File: src/rtl/pve_move_picker_if.sv
// Bus between the game controller (master) and the PvE move picker (slave).
// tokens[r][c] is a 2-bit cell code; row 0 is the top row.
interface pve_move_picker_if #(
    parameter int ROWS = 6,
    parameter int COLS = 7
) ();
    logic [ROWS-1:0][COLS-1:0][1:0] tokens;
    logic                           bot_turn;
    logic [COLS-1:0]                bot_move;
    logic                           bot_confirm;
    logic                           board_full;

    modport master (
        output tokens, bot_turn,
        input  bot_move, bot_confirm, board_full
    );

    modport slave (
        input  tokens, bot_turn,
        output bot_move, bot_confirm, board_full
    );
endinterface

File: src/rtl/pve_move_picker.sv
// PvE bot move generator: random legal column from a shared LFSR, centre-out
// tie-break, deterministic fallback after RETRY_MAX empty draws, one-cycle confirm.
module pve_move_picker #(
    parameter int                ROWS        = 6,
    parameter int                COLS        = 7,
    parameter int                LFSR_W      = 16,
    parameter logic [LFSR_W-1:0] TAPS        = 16'hB400,
    parameter logic [LFSR_W-1:0] SEED        = 16'hACE1,
    parameter int                RETRY_MAX   = 3,
    parameter int                HOLD_CYCLES = 6250000
) (
    input  logic              clock,
    input  logic              reset,
    pve_move_picker_if.slave  bus
);
    localparam int SEL_W   = (COLS > 1) ? $clog2(COLS) : 1;
    localparam int RETRY_W = (RETRY_MAX > 0) ? $clog2(RETRY_MAX + 1) : 1;
    localparam int HOLD_W  = (HOLD_CYCLES > 0) ? $clog2(HOLD_CYCLES + 1) : 1;
    localparam int CENTRE  = (COLS - 1) / 2;
    localparam logic [RETRY_W-1:0] RETRY_LIM = RETRY_W'(RETRY_MAX);
    localparam logic [HOLD_W-1:0]  HOLD_LIM  = HOLD_W'(HOLD_CYCLES);

    typedef enum logic [1:0] {IDLE, PICK, CONFIRM, HOLD} state_t;

    state_t              state, state_next;
    logic [LFSR_W-1:0]   lfsr;
    logic [RETRY_W-1:0]  retry;
    logic [HOLD_W-1:0]   hold_cnt;
    logic [SEL_W-1:0]    sel;
    logic                board_full_q;
    logic [COLS-1:0]     legal;
    logic [COLS-1:0]     cand;
    logic                unused_rows;

    // Walk the centre-out order backwards so the earliest matching entry wins.
    function automatic logic [SEL_W-1:0] pick(input logic [COLS-1:0] m);
        int              col;
        logic [COLS-1:0] shifted;
        pick = '0;
        for (int i = 2 * COLS - 1; i >= 0; i--) begin
            col     = (i % 2 == 0) ? CENTRE - i / 2 : CENTRE + (i + 1) / 2;
            shifted = m >> col;
            if (col >= 0 && col < COLS && shifted[0]) begin
                pick = SEL_W'(col);
            end
        end
    endfunction

    always_comb begin
        legal = '0;
        for (int c = 0; c < COLS; c++) begin
            legal[c] = (bus.tokens[0][c] == 2'b00);
        end
        cand = legal & lfsr[COLS-1:0];
    end

    assign unused_rows = ^bus.tokens;

    // The LFSR free-runs in every state so each turn sees a fresh mask.
    always_ff @(posedge clock or posedge reset) begin
        if (reset) begin
            lfsr <= SEED;
        end else if (lfsr == '0) begin
            lfsr <= SEED;
        end else begin
            lfsr <= {lfsr[LFSR_W-2:0], ^(lfsr & TAPS)};
        end
    end

    always_ff @(posedge clock or posedge reset) begin
        if (reset) begin
            state <= IDLE;
        end else begin
            state <= state_next;
        end
    end

    always_comb begin
        state_next = state;
        case (state)
            IDLE: begin
                if (bus.bot_turn && (|legal)) state_next = PICK;
            end
            PICK: begin
                if (!bus.bot_turn || !(|legal)) begin
                    state_next = IDLE;
                end else if ((|cand) || retry == RETRY_LIM) begin
                    state_next = CONFIRM;
                end
            end
            CONFIRM: state_next = HOLD;
            HOLD: begin
                if (!bus.bot_turn && hold_cnt == HOLD_LIM) state_next = IDLE;
            end
            default: state_next = IDLE;
        endcase
    end

    // hold_cnt saturates at HOLD_LIM, so equality stands in for >=.
    always_ff @(posedge clock or posedge reset) begin
        if (reset) begin
            retry        <= '0;
            hold_cnt     <= '0;
            sel          <= '0;
            board_full_q <= 1'b0;
        end else begin
            case (state)
                IDLE: begin
                    if (bus.bot_turn) begin
                        if (|legal) begin
                            retry        <= '0;
                            board_full_q <= 1'b0;
                        end else begin
                            board_full_q <= 1'b1;
                        end
                    end
                end
                PICK: begin
                    if (bus.bot_turn && (|legal)) begin
                        if (|cand) begin
                            sel <= pick(cand);
                        end else if (retry == RETRY_LIM) begin
                            sel <= pick(legal);
                        end else begin
                            retry <= retry + RETRY_W'(1);
                        end
                    end
                end
                CONFIRM: hold_cnt <= '0;
                HOLD: begin
                    if (hold_cnt != HOLD_LIM) hold_cnt <= hold_cnt + HOLD_W'(1);
                end
                default: ;
            endcase
        end
    end

    always_comb begin
        bus.bot_move    = '0;
        bus.bot_confirm = 1'b0;
        if (state == CONFIRM) begin
            bus.bot_move    = COLS'(1) << sel;
            bus.bot_confirm = 1'b1;
        end
    end

    assign bus.board_full = board_full_q;
endmodule
File: src/flat_wrapper.sv
// flat-port wrapper written by rule: the top's interface ports become plain ports
module pve_move_picker_flat 
#(
    parameter int                ROWS        = 6,
    parameter int                COLS        = 7,
    parameter int                LFSR_W      = 16,
    parameter logic [LFSR_W-1:0] TAPS        = 16'hB400,
    parameter logic [LFSR_W-1:0] SEED        = 16'hACE1,
    parameter int                RETRY_MAX   = 3,
    parameter int                HOLD_CYCLES = 6250000
)
  (clock, reset, bus_tokens, bus_bot_turn, bus_bot_move, bus_bot_confirm, bus_board_full);
  pve_move_picker_if #(.ROWS(ROWS), .COLS(COLS)) bus_i ();
  input  logic clock;
  input  logic reset;
  input wire logic [$bits(bus_i.tokens)-1:0] bus_tokens;
  input wire logic [$bits(bus_i.bot_turn)-1:0] bus_bot_turn;
  output wire logic [$bits(bus_i.bot_move)-1:0] bus_bot_move;
  output wire logic [$bits(bus_i.bot_confirm)-1:0] bus_bot_confirm;
  output wire logic [$bits(bus_i.board_full)-1:0] bus_board_full;
  assign bus_i.tokens = bus_tokens;
  assign bus_i.bot_turn = bus_bot_turn;
  assign bus_bot_move = bus_i.bot_move;
  assign bus_bot_confirm = bus_i.bot_confirm;
  assign bus_board_full = bus_i.board_full;
  pve_move_picker #(.ROWS(ROWS), .COLS(COLS), .LFSR_W(LFSR_W), .TAPS(TAPS), .SEED(SEED), .RETRY_MAX(RETRY_MAX), .HOLD_CYCLES(HOLD_CYCLES)) u_core (.clock(clock), .reset(reset), .bus(bus_i));
endmodule
File: config.mk
export PLATFORM = sky130hd
export DESIGN_NAME = pve_move_picker_flat
export DESIGN_NICKNAME = d
export VERILOG_FILES = /design/src/rtl/pve_move_picker_if.sv /design/src/rtl/pve_move_picker.sv /design/src/flat_wrapper.sv
export SDC_FILE = /design/constraint.sdc
export NUM_CORES = 1
export LEC_CHECK = 0
export CORE_ASPECT_RATIO = 2
export CORE_MARGIN = 8
export CORE_UTILIZATION = 47
export CTS_CLUSTER_SIZE = 16
export DETAILED_ROUTE_END_ITERATION = 10
export PLACE_DENSITY_LB_ADDON = 0.15
export SLEW_MARGIN = 20
export SYNTH_ARGS = -nofsm -noshare
export SYNTH_HDL_FRONTEND = slang
export SYNTH_SLANG_ARGS = --single-unit
File: constraint.sdc
create_clock -name clock -period 4.5 [get_ports clock]
set_input_delay 0.9 -clock clock [delete_from_list [all_inputs] [get_ports clock]]
set_output_delay 0.9 -clock clock [all_outputs]
set_load 0.05 [all_outputs]
# Word-level counts from Yosys, hierarchy flattened
# Index checks and enable logic that the tools add are counted.
[op_classes] shift=1 add_sub_neg=2 n_reduce_logical=26 bitwise_logic=1 multipliers=0 div_mod_pow=0 mux=31 eq_ne=15 n_lt_le_gt_ge=0
[op_table] cell="23-bit case mux with 2 select lines" n=1
[op_table] cell="3-bit two-way mux" n=14
[op_table] cell="23-bit by 1-bit adder with 23-bit output (second input constant)" n=1
[op_table] cell="23-bit == test (second input constant)" n=1
[op_table] cell="23-bit two-way mux" n=1
[op_table] cell="23-bit inequality test (second input constant)" n=1
[op_table] cell="2-bit two-way mux" n=9
[op_table] cell="16-bit logical NOT" n=1
[op_table] cell="2-bit logical NOT" n=8
[op_table] cell="16-bit two-way mux" n=1
[op_table] cell="16-bit parity" n=1
[op_table] cell="7-bit OR reduction" n=2
[op_table] cell="2-bit by 1-bit inequality test with 1-bit output (second input constant)" n=5
[op_table] cell="2-bit case mux with 4 select lines" n=1
[op_table] cell="7-bit AND" n=1
[op_table] cell="7-bit two-way mux" n=1
[op_table] cell="1-bit by 3-bit left shift with 7-bit output (first input constant)" n=1
[op_table] cell="2-bit == test (second input constant)" n=3
[op_table] cell="2-bit inequality test (second input constant)" n=3
[op_table] cell="3-bit AND reduction" n=2
[op_table] cell="6-bit AND reduction" n=1
[op_table] cell="2-bit nonzero test" n=3
[op_table] cell="2-bit case mux with 2 select lines" n=1
[op_table] cell="2-bit AND reduction" n=2
[op_table] cell="7 further kinds" n=11
[totals] latch_bits=0 mem_bits_ro=0 out_inout_bits=9 in_bits=87 ram_bits=0 regBits=47 memories=0 elab_cells=82

# Logic depth before layout (Yosys ltp)
[depth] word_depth=9 ltp_mapped=8 ltp_nobuf=7

# Worst setup path after synthesis
# Ideal clock, no wire load.
[synth_path] kind="register -> output" start="register u_core.state[0]" end="output port bus_bot_move[2]" arrival_ns=2.210 n_path_buf=1 path_stages_with_launch=7 required_ns=3.600 path_slack_ns=1.390 cell_sequence="dfrtp_1 -> inv_1 -> nand2_1 -> inv_1 -> clkbuf_1 -> nand2_1 -> nor3_1"
[synth_via] elab_chain_cells=2
[synth_rtl] element="start: declaration" line_no="pve_move_picker.sv:25" text="state_t state, state_next;"
[synth_rtl] element="start signal: assignment" line_no="pve_move_picker.sv:74" text="state <= state_next;"
[synth_rtl] element="2-bit == test" line_no="pve_move_picker.sv:141" text="if (state == CONFIRM) begin"
[synth_rtl] element="7-bit two-way mux" line_no="pve_move_picker.sv:141"
[synth_rtl] element="end: declaration" line_no="flat_wrapper.sv:18" text="output wire logic [$bits(bus_i.bot_move)-1:0] bus_bot_move;"
# No other way between the ends.

# Worst setup path in the final report
# Ends and elaborated chain as after synthesis.

==> flow_metrics.env <==
export IMPL_root_buffer="clkbuf_8"
export IMPL_cp_required_ns=3.60
export IMPL_cts_buffer_depth=2
export IMPL_die_area_sq_mm=0.00806
export IMPL_syn_nets=350
export IMPL_pwr_density_cell_mw_per_mm2=412
export IMPL_crit_arrival_ns=2.65
export IMPL_grt_pass1_wl_um=9710
export IMPL_synth_top_family_by_area="simple AND/OR/NAND/NOR gates"
export IMPL_r2r_slack_ns=2.18
export IMPL_drtAntennaViolNets=0
export IMPL_clkSinkCount=47
export IMPL_synth_avg_cell_area_sq_um=9.67
export IMPL_stdcell_area_sq_mm=0.00287
export IMPL_synth_distinct_cells=50
export IMPL_cts_resized=0
export IMPL_die_height_um=119
export IMPL_vias_per_cell=5.85
export IMPL_path_max_fanout=11
export IMPL_drv_cap=0
export IMPL_vias=1978
export IMPL_leakagePower_uw=0.00118
export IMPL_tritoncts="done"
export IMPL_dpl_hpwl_um=4450
export IMPL_dpl_cell_count=330
export IMPL_core_area_sq_mm=0.00514
export IMPL_worstHoldStart="u_core.lfsr[8]"
export IMPL_synthArstFlopShare=1.00
export IMPL_gp_congestion=0.818
export IMPL_nNetsFinal=370
export IMPL_synthAdderAreaFrac=0.0200
export IMPL_cts_hold_buf=0
export IMPL_ys_ff_latch=47
export IMPL_syn_cell_area_sq_mm=0.00250
export IMPL_htreeDepth=2
export IMPL_rsz0062_at_grt="false"
export IMPL_grt_overflow=0
export IMPL_synth_xor_area_frac=0.0560
export IMPL_synthCells=259
export IMPL_slowest_stage="clkdlybuf4s50_1"
export IMPL_drive_gt1_frac=0.121
export IMPL_grt_total_usage=0.157
export IMPL_synth_warnings=0
export IMPL_fp_row_count=37
export IMPL_hold_violations=0
export IMPL_synth_ff_type="dfrtp_1"
export IMPL_drv_slew=0
export IMPL_hold_depth=0
export IMPL_numCtsBuffers=5
export IMPL_drt_pass1_iter_count=4
export IMPL_drc=0
export IMPL_routed_wl_um=5820
export IMPL_met3_usage=0.0329
export IMPL_synth_top_area_frac=0.390
export IMPL_ios=96
export IMPL_worstHoldEndpoint="u_core.lfsr[9]"
export IMPL_vdd_drop_max_uv=377
export IMPL_met1_usage=0.147
export IMPL_start_kind="flip-flop"
export IMPL_max_stage_delay_ns=0.83
export IMPL_drtIter0Drc=72
export IMPL_worst_pin_slew_ns=0.981
export IMPL_fillers=477
export IMPL_grt_max_degree=48
export IMPL_diodes=0
export IMPL_ys_seq_area_frac=0.474
export IMPL_start_util=0.487
export IMPL_synthMuxAreaShare=0.0170
export IMPL_die_w_um=67.6
export IMPL_area_growth_pct=14.7
export IMPL_synth_compound_gate_area_share=0.122
export IMPL_post_route_min_period_ns=3.55
export IMPL_end_kind="output port"
export IMPL_status="finished, final reports clean"
export IMPL_skew_ns=0.0104
export IMPL_startpoint="u_core.state[0]"
export IMPL_grt_pass1_vias=2036
export IMPL_holdCritPathClass="reg2reg"
export IMPL_post_drt_wl_per_cell_um=17.2
export IMPL_antenna_found_initial=0
export IMPL_finalSetupTns_ns=0
export IMPL_place_area_sq_mm=0.00278
export IMPL_place_port_buffers=25
export IMPL_yosysMostFrequentCell="dfrtp_1"
export IMPL_r2r_end="u_core.hold_cnt[12]"
export IMPL_yosys_area_share_simple=0.269
export IMPL_reg2reg_from="u_core.hold_cnt[0]"
export IMPL_synth_edf_count=0
export IMPL_cts_setup_buffers=0
export IMPL_clkLatencyLatePin_ns=0.31
export IMPL_crit_chain="inv_1 -> nand2_1 -> inv_1 -> nand2_1 -> nor3_1 -> clkdlybuf4s50_1"
export IMPL_use_met2=0.293
export IMPL_layout_cells_non_filler=338
export IMPL_synthTopCellsByArea="dfrtp_1 39%, dfstp_2 8.4%, xor2_1 4.9%, nand2_1 3.1%, nor2_1 3.1%"
export IMPL_worstSetupPathType="reg2out"
export IMPL_grt_busiest_layer="met2"
export IMPL_reg2reg_depth=7
export IMPL_fmax_mhz=282
export IMPL_yosys_top_cells_count="39 x dfrtp_1, 21 x nand2_1, 21 x nor2_1"
export IMPL_synth_largest_area_cell="dfrtp_1"
export IMPL_finalSetupViolations=0
export IMPL_relSlewSlack=0.345
export IMPL_clk_pin_slew_ns=0.09
export IMPL_fin_crit_sh=0.789
[routing by layer]
| metal | vias to the layer above | share of wire |
|---|---|---|
| li1 | 969 | - |
| met1 | 973 | 0.35 |
| met2 | 24 | 0.59 |
| met3 | 12 | 0.022 |
| met4 | 0 | 0.032 |
| met5 | - | 0 |
[sequential cells by signal, indices dropped and copies added (netlist names), named ones only]
signal,flops
u_core.state,1
u_core.hold_cnt,23
u_core.retry,2
u_core.sel,3
u_core.lfsr,16
u_core.bus.board_full,1
[worst max-delay path: cells and delay by family (launching register included)]
| family | cells | cell delay [ns] |
|---|---|---|
| buf+inv | 3 | 1.30 |
| simple gates | 3 | 0.52 |
| flops | 1 | 0.51 |
[stage by stage]
stage | hold WS (ns) | total power [uW] | setup WS [ns] | util
global route | 0.413 | 1250 | 0.706 | 0.559
global placement | 0.360 | 919 | 1.24 | 0.541
finish | 0.393 | 1180 | 0.948 | 0.559
CTS | 0.392 | 1200 | 0.873 | 0.559
detailed placement | 0.375 | 927 | 1.24 | 0.541
floorplan | 0.419 | 806 | 1.39 | -
[how the worst max path moves through the flow]
stage	endpoint	slack, ns
after CTS	bus_bot_move[2]	0.87
after floorplan	bus_bot_move[2]	1.39
after detailed placement	bus_bot_move[2]	1.24
after global routing	bus_bot_move[2]	0.71
final	bus_bot_move[2]	0.95
after global placement	bus_bot_move[2]	1.24
[power breakdown]
group          switching, uW  leakage, uW  total [uW]  internal (uW)
clock                    157    0.0000452         270            113
sequential              80.5     0.000588         551            470
combinational            229     0.000547         362            133
total                    467      0.00118        1180            716
[cell families after synthesis]
logic type / after synthesis
multiplexers: 4
buffers and inverters: 26
AND/OR/NAND/NOR: 118
flip-flops: 47
XOR/XNOR: 16
AO/OA/AOI/OAI: 44
adder cells (fa/ha/maj): 4
[layout make-up]
class | instances | area [sq um] | share of cell area
inverters | 13 | 48.8 | 0.0170
repair buffers | 26 | 258 | 0.0898
clock inverters | 3 | 25.0 | 0.00871
clock buffers | 5 | 68.8 | 0.0240
well taps | 58 | 72.6 | 0.0253
multi-input cells | 186 | 1210 | 0.422
flip-flops and latches | 47 | 1190 | 0.413
[cells in the final DEF (no fill, tap or decap), drive strengths merged, types with 9 or more instances in the layout]
| cell | count |
|---|---|
| nand3 | 12 |
| clkdlybuf4s50 | 25 |
| a21oi | 11 |
| xor2 | 14 |
| nand2b | 9 |
| nor2 | 21 |
| dfrtp | 39 |
| nand2 | 21 |
| inv | 15 |
No activity file was read; power rests on OpenSTA's default activity.
